--- config.mk ---
export PLATFORM = sky130hd
export DESIGN_NAME = quad_step_decoder
export DESIGN_NICKNAME = d
export VERILOG_FILES = /design/src/rtl/qdec_pkg.sv /design/src/rtl/qdec_filter.sv /design/src/rtl/quad_step_decoder.sv
export SDC_FILE = /design/constraint.sdc
export NUM_CORES = 1
export LEC_CHECK = 0
export CAP_MARGIN = 20
export CORE_ASPECT_RATIO = 0.75
export CORE_MARGIN = 2
export CORE_UTILIZATION = 40
export CTS_BUF_LIST = sky130_fd_sc_hd__clkbuf_16
export CTS_CLUSTER_SIZE = 24
export DETAILED_ROUTE_END_ITERATION = 16
export GPL_ROUTABILITY_DRIVEN = 0
export GPL_TIMING_DRIVEN = 0
export PLACE_DENSITY = 0.65
export SLEW_MARGIN = 20
export SYNTH_ARGS = -nofsm -noshare
export SYNTH_HDL_FRONTEND = slang
export SYNTH_SLANG_ARGS = --single-unit
--- constraint.sdc ---
create_clock -name clock -period 1.7 [get_ports clock]
set_clock_uncertainty 0.05 [all_clocks]
set_input_delay 0.51 -clock clock [delete_from_list [all_inputs] [get_ports clock]]
set_output_delay 0.51 -clock clock [all_outputs]
set_load 0.02 [all_outputs]
--- src/rtl/qdec_pkg.sv ---
`default_nettype none
// ============================================================================
// Module      : qdec_pkg
// Description : Shared definitions for the quadrature step decoder. Holds the
//               FSM state encoding, the forward phase-successor table, and a
//               lookup helper for that table.
//               Each phase state carries its {a,b} pair in bits [1:0], and
//               bit 2 marks the decoder as "running". This lets the FSM
//               recover the current phase, and load a new phase from the
//               inputs, without a separate decode step.
// Revision    : 1.0 - initial release
// ============================================================================
package qdec_pkg;

    typedef enum logic [2:0] {
        ST_INIT = 3'b000,
        ST_S00  = 3'b100,
        ST_S01  = 3'b101,
        ST_S11  = 3'b111,
        ST_S10  = 3'b110
    } qdec_state_e;

    // Forward successor of each {a,b} phase, packed by phase index:
    // 00->01, 01->11, 11->10, 10->00
    localparam logic [7:0] c_FWD_SUCC = {2'b10, 2'b00, 2'b11, 2'b01};

    // Width of the per-channel stability counter (FILT_LEN up to 15)
    localparam int FILT_CNT_W = 4;

    function automatic logic [1:0] fwd_succ(input logic [1:0] ab);
        return c_FWD_SUCC[{ab, 1'b0} +: 2];
    endfunction

endpackage
`default_nettype wire

--- src/rtl/qdec_filter.sv ---
`default_nettype none
// ============================================================================
// Module      : qdec_filter
// Description : Single-channel stability filter. The output follows the input
//               only after the input has differed from the output for
//               FILT_LEN consecutive samples. Shorter pulses are discarded.
//               Latency for an accepted change: FILT_LEN cycles.
// Ports       : clock   - system clock (rising edge)
//               rst     - synchronous active-high reset (output -> 0)
//               i_din   - synchronized input sample
//               o_dout  - filtered output
// Revision    : 1.0 - initial release
// ============================================================================
module qdec_filter
    import qdec_pkg::*;
#(
    parameter int FILT_LEN = 3
) (
    input  logic clock,
    input  logic rst,
    input  logic i_din,
    output logic o_dout
);

    localparam logic [FILT_CNT_W-1:0] c_LAST = FILT_CNT_W'(FILT_LEN - 1);

    logic [FILT_CNT_W-1:0] r_cnt;
    logic                  r_dout;

    always_ff @(posedge clock) begin
        if (rst) begin
            r_cnt  <= '0;
            r_dout <= 1'b0;
        end else if (i_din != r_dout) begin
            // Accept on the FILT_LEN-th consecutive differing sample
            if (r_cnt == c_LAST) begin
                r_dout <= i_din;
                r_cnt  <= '0;
            end else begin
                r_cnt  <= r_cnt + 1'b1;
            end
        end else begin
            r_cnt <= '0;
        end
    end

    assign o_dout = r_dout;

endmodule
`default_nettype wire

--- src/rtl/quad_step_decoder.sv ---
`default_nettype none
// ============================================================================
// Module      : quad_step_decoder
// Description : Quadrature encoder front end that drives an up/down counter.
//               The A/B/Z inputs pass through two-flop synchronizers and,
//               optionally, a per-channel stability filter. A phase FSM then
//               converts {a,b} changes into step/dir pulses. A rising edge on
//               Z issues a one-cycle load of the preset value.
//               Build option: define QUAD_FILTER_EN to insert the FILT_LEN
//               sample glitch filter. When it is undefined, the
//               synchronized signals feed the FSM directly.
// Ports       : clock     - system clock (rising edge)
//               rst       - synchronous active-high reset
//               enc_a/b   - asynchronous quadrature channels
//               enc_z     - asynchronous index channel
//               preset    - value captured on an index event (N bits)
//               clear_err - clears the sticky error flag
//               step      - one-cycle pulse per valid phase transition
//               dir       - 1 = up, 0 = down
//               load      - one-cycle pulse on index rising edge
//               load_val  - preset captured with load
//               err       - sticky illegal (two-bit) transition flag
// Revision    : 1.0 - initial release
// ============================================================================
module quad_step_decoder
    import qdec_pkg::*;
#(
    parameter int N        = 4,
    parameter int FILT_LEN = 3
) (
    input  logic         clock,
    input  logic         rst,
    input  logic         enc_a,
    input  logic         enc_b,
    input  logic         enc_z,
    input  logic [N-1:0] preset,
    input  logic         clear_err,
    output logic         step,
    output logic         dir,
    output logic         load,
    output logic [N-1:0] load_val,
    output logic         err
);

    // The warm-up counter is sized for the filtered build in both builds,
    // so one counter serves either configuration.
    localparam int WCNT_W = $clog2(2 + FILT_LEN + 1);
`ifdef QUAD_FILTER_EN
    localparam int WARMUP = 2 + FILT_LEN;
`else
    localparam int WARMUP = 2;
`endif
    localparam logic [WCNT_W-1:0] c_WARMUP = WCNT_W'(WARMUP);

    // ------------------------------------------------------------------
    // Two-flop synchronizers, bit order {a, b, z}
    // ------------------------------------------------------------------
    logic [2:0] r_sync1;
    logic [2:0] r_sync2;
    logic [2:0] w_filt;

    always_ff @(posedge clock) begin
        if (rst) begin
            r_sync1 <= '0;
            r_sync2 <= '0;
        end else begin
            r_sync1 <= {enc_a, enc_b, enc_z};
            r_sync2 <= r_sync1;
        end
    end

`ifdef QUAD_FILTER_EN
    generate
        for (genvar gi = 0; gi < 3; gi++) begin : g_filt
            qdec_filter #(
                .FILT_LEN (FILT_LEN)
            ) u_filter (
                .clock  (clock),
                .rst    (rst),
                .i_din  (r_sync2[gi]),
                .o_dout (w_filt[gi])
            );
        end
    endgenerate
`else
    assign w_filt = r_sync2;
`endif

    // ------------------------------------------------------------------
    // Transition classification against the current phase
    // ------------------------------------------------------------------
    qdec_state_e r_state;
    logic [WCNT_W-1:0] r_wcnt;
    logic        r_z_prev;
    logic        r_step;
    logic        r_dir;
    logic        r_load;
    logic [N-1:0] r_load_val;
    logic        r_err;

    logic [1:0] w_ab;
    logic [1:0] w_cur;
    logic       w_z;
    logic       w_run;
    logic       w_same;
    logic       w_fwd;
    logic       w_rev;
    logic       w_jump;
    logic       w_z_rise;

    always_comb begin
        w_ab     = w_filt[2:1];
        w_z      = w_filt[0];
        w_cur    = r_state[1:0];
        w_run    = (r_state != ST_INIT);
        w_same   = (w_ab == w_cur);
        w_fwd    = (fwd_succ(w_cur) == w_ab);
        w_rev    = (fwd_succ(w_ab) == w_cur);
        // Neither identical nor a neighbour: both bits flipped at once
        w_jump   = !w_same && !w_fwd && !w_rev;
        w_z_rise = w_z && !r_z_prev;
    end

    // ------------------------------------------------------------------
    // Phase FSM, pulse generation and index capture
    // ------------------------------------------------------------------
    always_ff @(posedge clock) begin
        if (rst) begin
            r_state    <= ST_INIT;
            r_wcnt     <= '0;
            r_z_prev   <= 1'b0;
            r_step     <= 1'b0;
            r_dir      <= 1'b1;
            r_load     <= 1'b0;
            r_load_val <= '0;
            r_err      <= 1'b0;
        end else begin
            r_step   <= 1'b0;
            r_load   <= 1'b0;
            // Tracked during warm-up as well, so a Z held high across the
            // end of warm-up does not appear as a fresh edge.
            r_z_prev <= w_z;

            if (!w_run) begin
                // Warm-up: wait until the input pipeline holds real samples,
                // then adopt the current phase silently.
                if (r_wcnt == c_WARMUP) begin
                    r_state <= qdec_state_e'({1'b1, w_ab});
                end else begin
                    r_wcnt <= r_wcnt + 1'b1;
                end
                if (clear_err) begin
                    r_err <= 1'b0;
                end
            end else begin
                if (!w_same) begin
                    r_state <= qdec_state_e'({1'b1, w_ab});
                end

                if (w_fwd) begin
                    r_step <= 1'b1;
                    r_dir  <= 1'b1;
                end else if (w_rev) begin
                    r_step <= 1'b1;
                    r_dir  <= 1'b0;
                end

                // An illegal transition takes precedence over a clear
                if (w_jump) begin
                    r_err <= 1'b1;
                end else if (clear_err) begin
                    r_err <= 1'b0;
                end

                if (w_z_rise) begin
                    r_load     <= 1'b1;
                    r_load_val <= preset;
                end
            end
        end
    end

    assign step     = r_step;
    assign dir      = r_dir;
    assign load     = r_load;
    assign load_val = r_load_val;
    assign err      = r_err;

endmodule
`default_nettype wire

# Yosys cells after proc, flatten, opt, wreduce, memory -nomap -nowiden
# Cells that the tools add are included.
# W data, S select, Z words.
# op_classes
n_addsub,1
eq_ne,5
n_shift,2
muxes,11
bitwise_logic,2
reduce_logical,15
# op_table
operator,count
$shiftx A8 B4 Y2 const A,2
$mux W3,3
$mux W1,8
$reduce_and A2 Y1,4
$eq A2 B2 Y1,3
$logic_not A1 Y1,4
$reduce_bool A2 Y1,2
$add A3 B1 Y3 const B,1
$eq A3 B2 Y1 const B,1
$logic_and A1 B1 Y1,3
$reduce_bool A3 Y1,1
$ne A2 B2 Y1 const B,1
$not A1 Y1,2
$reduce_or A2 Y1,1
# totals
reg_bits,21
input_bits,10
out_inout_bits,8
elab_cells,46

# Logic depth before layout (Yosys ltp)
# depth
ltp_word,7
mapped_depth,7
mapped_depth_nobuf,6

# Least setup slack after synthesis
# Ideal clock, no wire load.
# synth_path
kind,register -> register
start,register r_state[1]
end,"register r_dir, in the netlist dir"
setup_ps,120
arrival_time_ps,1359
t_required_ps,1530
path_slack_ps,172
path_stages_with_launch,7
n_path_buf,1
synth_period_minus_slack_ps,1528
cell_sequence,dfxtp_1 > buf_6 > xnor2_1 > inv_1 > ha_1 > o21a_1 > a211o_1
# synth_via
elab_chain_len,4
word_cells_on_any_way,7
cone_classes,eq/ne (2); shift (1); mux (1); reduce/logical (3)
# synth_lines
item,line_no,text
"start, declared",quad_step_decoder.sv:92,qdec_state_e r_state;
"start signal, assigned",quad_step_decoder.sv:148,"r_state <= qdec_state_e'({1'b1, w_ab});"
"start signal, assigned",quad_step_decoder.sv:157,"r_state <= qdec_state_e'({1'b1, w_ab});"
$shiftx A8 B4 Y2,qdec_pkg.sv:31,"return c_FWD_SUCC[{ab, 1'b0} +: 2];"
$eq A2 B2 Y1,quad_step_decoder.sv:117,w_fwd = (fwd_succ(w_cur) == w_ab);
$reduce_bool A2 Y1 (no source line),n/a,
$reduce_and A2 Y1 (no source line),n/a,
"end signal, assigned",quad_step_decoder.sv:133,r_dir <= 1'b1;
"end signal, assigned",quad_step_decoder.sv:162,r_dir <= 1'b1;
"end signal, assigned",quad_step_decoder.sv:165,r_dir <= 1'b0;
"end, declared",quad_step_decoder.sv:96,logic r_dir;
# Parallel ways exist; a longest one is shown, timed or not.
# A chain may end at the register's enable or synchronous reset.

# Worst setup path in the final report
# Ends and elaborated chain as after synthesis.

==> results.md <==
* Status: complete, no violations
* Hold_sp: r_sync1[1]
* Relative slew slack at 61.9%
* Syn. warnings at 0
* Diodes inserted at 0
* Layout fillers at 182
* Period Utilization, post-route at 94.9%
* Core area at 2000 um^2
* CP endpoint kind: register
* Routed length per instance at 11.2 um
* Top post-synthesis cells by area: dfxtp_1, nor2b_1, ha_1, a21oi_1, o21ai_0
* Synth top area share at 49.7%
* CTS Buf Count at 3
* Iteration count of the initial detailed-routing pass at 4
* Syn-to-layout area delta at 32.0%
* First-pass GRT wire length at 2.44 mm
* Clk sinks at 21
* Worst vdd ir at 0.961 mV
* Initial cell density of the core at 42.4%
* DR iter-0 viols at 2
* Pin count of the biggest net entering global routing at 13
* Layout cell share with drive strength beyond 1 at 7.41%
* Vias in the first global route at 561
* Placed insts at 128
* Startpoint Class: register
* Sequential fraction of the synthesis area at 49.7%
* FF+latch count, synth at 21
* Post-DR vias/cell at 4.93
* Post-CTS repair timing setup buffer count at 0
* Syn_nets at 101
* LEAKAGE at 0.467 nW
* Worst hold slack at 0.385 ns
* Die extent in x at 57.1 um
* Antenna violations before repair at 0
* CTS tree: yes
* Site Rows at 14
* DP HPWL at 1.12 mm
* Root Buffer: clkbuf_16
* Clk_lat worst skew at 0.25 ns
* Final ANT Viol Nets at 0
* Total of max-cap violations at 0
* Longest Clk Path Bufs at 2
* Hold crit path type: reg -> reg
* Worst slew pin tran at 0.569 ns
* WP data arrival at 1.71 ns
* Final non-filler cell total at 132
* Post_cts resized at 8
* Minimum clock period at 1.61 ns
* Final Util at 55.9%
* Mean Syn Cell Area at 9.72 um^2
* Final setup viols at 0
* Tot GR Track Use at 13.1%
* Hold-fix buffers, CTS at 0
* IO Pins at 18
* Fmax at 0.620 GHz
* CP startpoint: r_state[1]
* Grt total ovfl at 0
* Power density over the cells at 1250 nW/um^2
* Syn Std Cell Area at 846 um^2
* Crit-path max FO at 6
* Yosys cell types at 25
* Post-route DRC at 0
* Overall Power at 0.00140 W
* Input/output buffers at 17
* WS Path Type: reg -> reg
* Post-Synthesis Cells at 87
* RSZ-0062 raised after global routing: no
* Via Count at 651
* WP data required at 1.79 ns
* Die H at 43.8 um
* Clk pin slew, worst setup/hold paths at 0.06 ns
* Cell taking the most area after synthesis: dfxtp_1
* Slew Limit Fails at 0
* Hold Fails Final Rpt at 0
* Setup_tns at 0 ns
* Worst r2r src: r_state[1]
* Layout Nets at 123
* H-tree Lvls at 1
* Final wirelength at 1.48 mm
* Die ar. at 2500 um^2
per-layer routing:
layer	up-vias	wire length, um	track usage [%]
met5	-	0	0
met1	294	693	16.5
met4	0	9	5.58
met2	14	702	19.8
met3	2	78	5.67
li1	341	-	-
per-stage QoR:
step                      instance area, um^2  setup WS (ns)
final                                    1120         0.0870
after global routing                     1120         0.0203
after CTS                                1120         0.0822
after detailed placement                 1050         0.0221
after global placement                   1050        0.00299
after floorplan                           846          0.172
sequential cells by signal (all words and copies together), names as in the netlist:
| name | cells |
|---|---|
| dir | 1 |
| err | 1 |
| load | 1 |
| load_val | 4 |
| r_state | 3 |
| r_sync1 | 3 |
| r_sync2 | 3 |
| r_wcnt | 3 |
| r_z_prev | 1 |
| step | 1 |
report_power, final:
group	internal (W)	leakage, nW	switching [W]
combinational	0.000147	0.255	0.000174
sequential	0.000547	0.172	0.0000365
clock	0.000316	0.0409	0.000176
total	0.00101	0.467	0.000386
logic make-up (layout without fill, tap and decap cells):
group | after synthesis | count (layout) | synth area share (%)
simple gates | 29 | 29 | 20.9
fa+ha+maj | 4 | 4 | 5.92
flops | 21 | 21 | 49.7
xor+xnor | 4 | 4 | 4.14
buf+inv | 9 | 30 | 5.77
compound gates | 20 | 20 | 13.6
cells in the mapped netlist, drive strengths merged:
| cell | instances |
|---|---|
| or4bb | 1 |
| o21a | 1 |
| nand3 | 5 |
| nor2 | 3 |
| a21oi | 9 |
| nor3 | 3 |
| nor2b | 9 |
| o221ai | 1 |
| xor2 | 2 |
| clkbuf | 2 |
| nor3b | 2 |
| nand2 | 1 |
| buf | 2 |
| dfxtp | 21 |
| xnor2 | 2 |
| ha | 4 |
| a211oi | 1 |
| nand2b | 3 |
| or3 | 1 |
| or4 | 1 |
| inv | 5 |
| o21ai | 6 |
| o211ai | 1 |
| a211o | 1 |
worst max-delay path, cell delays in order, from the launching register on:
cell and delay (ns):
dfxtp_1 0.30, buf_6 0.12, xnor2_1 0.21, inv_1 0.07, ha_1 0.30, o21a_1 0.19
a211o_1 0.26
placed cells by master (no fill, tap or decap):
| cell | Yosys | routed |
|---|---|---|
| a211o_1 | 1 | 1 |
| or3_1 | 1 | 1 |
| xor2_1 | 2 | 2 |
| o21ai_0 | 6 | 6 |
| clkinv_2 | 0 | 1 |
| nand2_1 | 1 | 1 |
| or4bb_2 | 1 | 1 |
| nor3_2 | 1 | 1 |
| clkbuf_16 | 0 | 3 |
| dfxtp_1 | 21 | 21 |
| o211ai_1 | 1 | 1 |
| nor2b_1 | 9 | 9 |
| o221ai_1 | 1 | 1 |
| a211oi_1 | 1 | 1 |
| a21oi_1 | 9 | 9 |
| clkdlybuf4s50_1 | 0 | 9 |
| inv_1 | 5 | 5 |
| ha_1 | 4 | 4 |
| or4_1 | 1 | 1 |
| nor3b_1 | 2 | 2 |
| clkbuf_1 | 2 | 2 |
| nor2_1 | 3 | 3 |
| dlygate4sd2_1 | 0 | 8 |
| o21a_1 | 1 | 1 |
| nor3_1 | 2 | 2 |
| nand3_1 | 5 | 5 |
| buf_6 | 2 | 2 |
| xnor2_1 | 2 | 2 |
| nand2b_1 | 3 | 3 |
path summary, 6_finish.rpt:
path	to	slack, ns	cells past startpoint
max	dir	0.09	6
min	r_sync2[1]	0.38	1
max reg2reg	dir	0.09	6
min reg2reg	r_sync2[1]	0.38	1
area by class of cell:
class | count | area, um^2 | share of cell area, %
multi-input cells | 57 | 377 | 33.7
plain buffers | 4 | 30.0 | 2.69
inverters | 5 | 18.8 | 1.68
well taps | 24 | 30.0 | 2.69
repair buffers | 17 | 160 | 14.3
clock buffers | 3 | 75.1 | 6.73
flip-flops and latches | 21 | 420 | 37.7
clock inverters | 1 | 5.00 | 0.448
No activity file was read; power rests on OpenSTA's default activity.
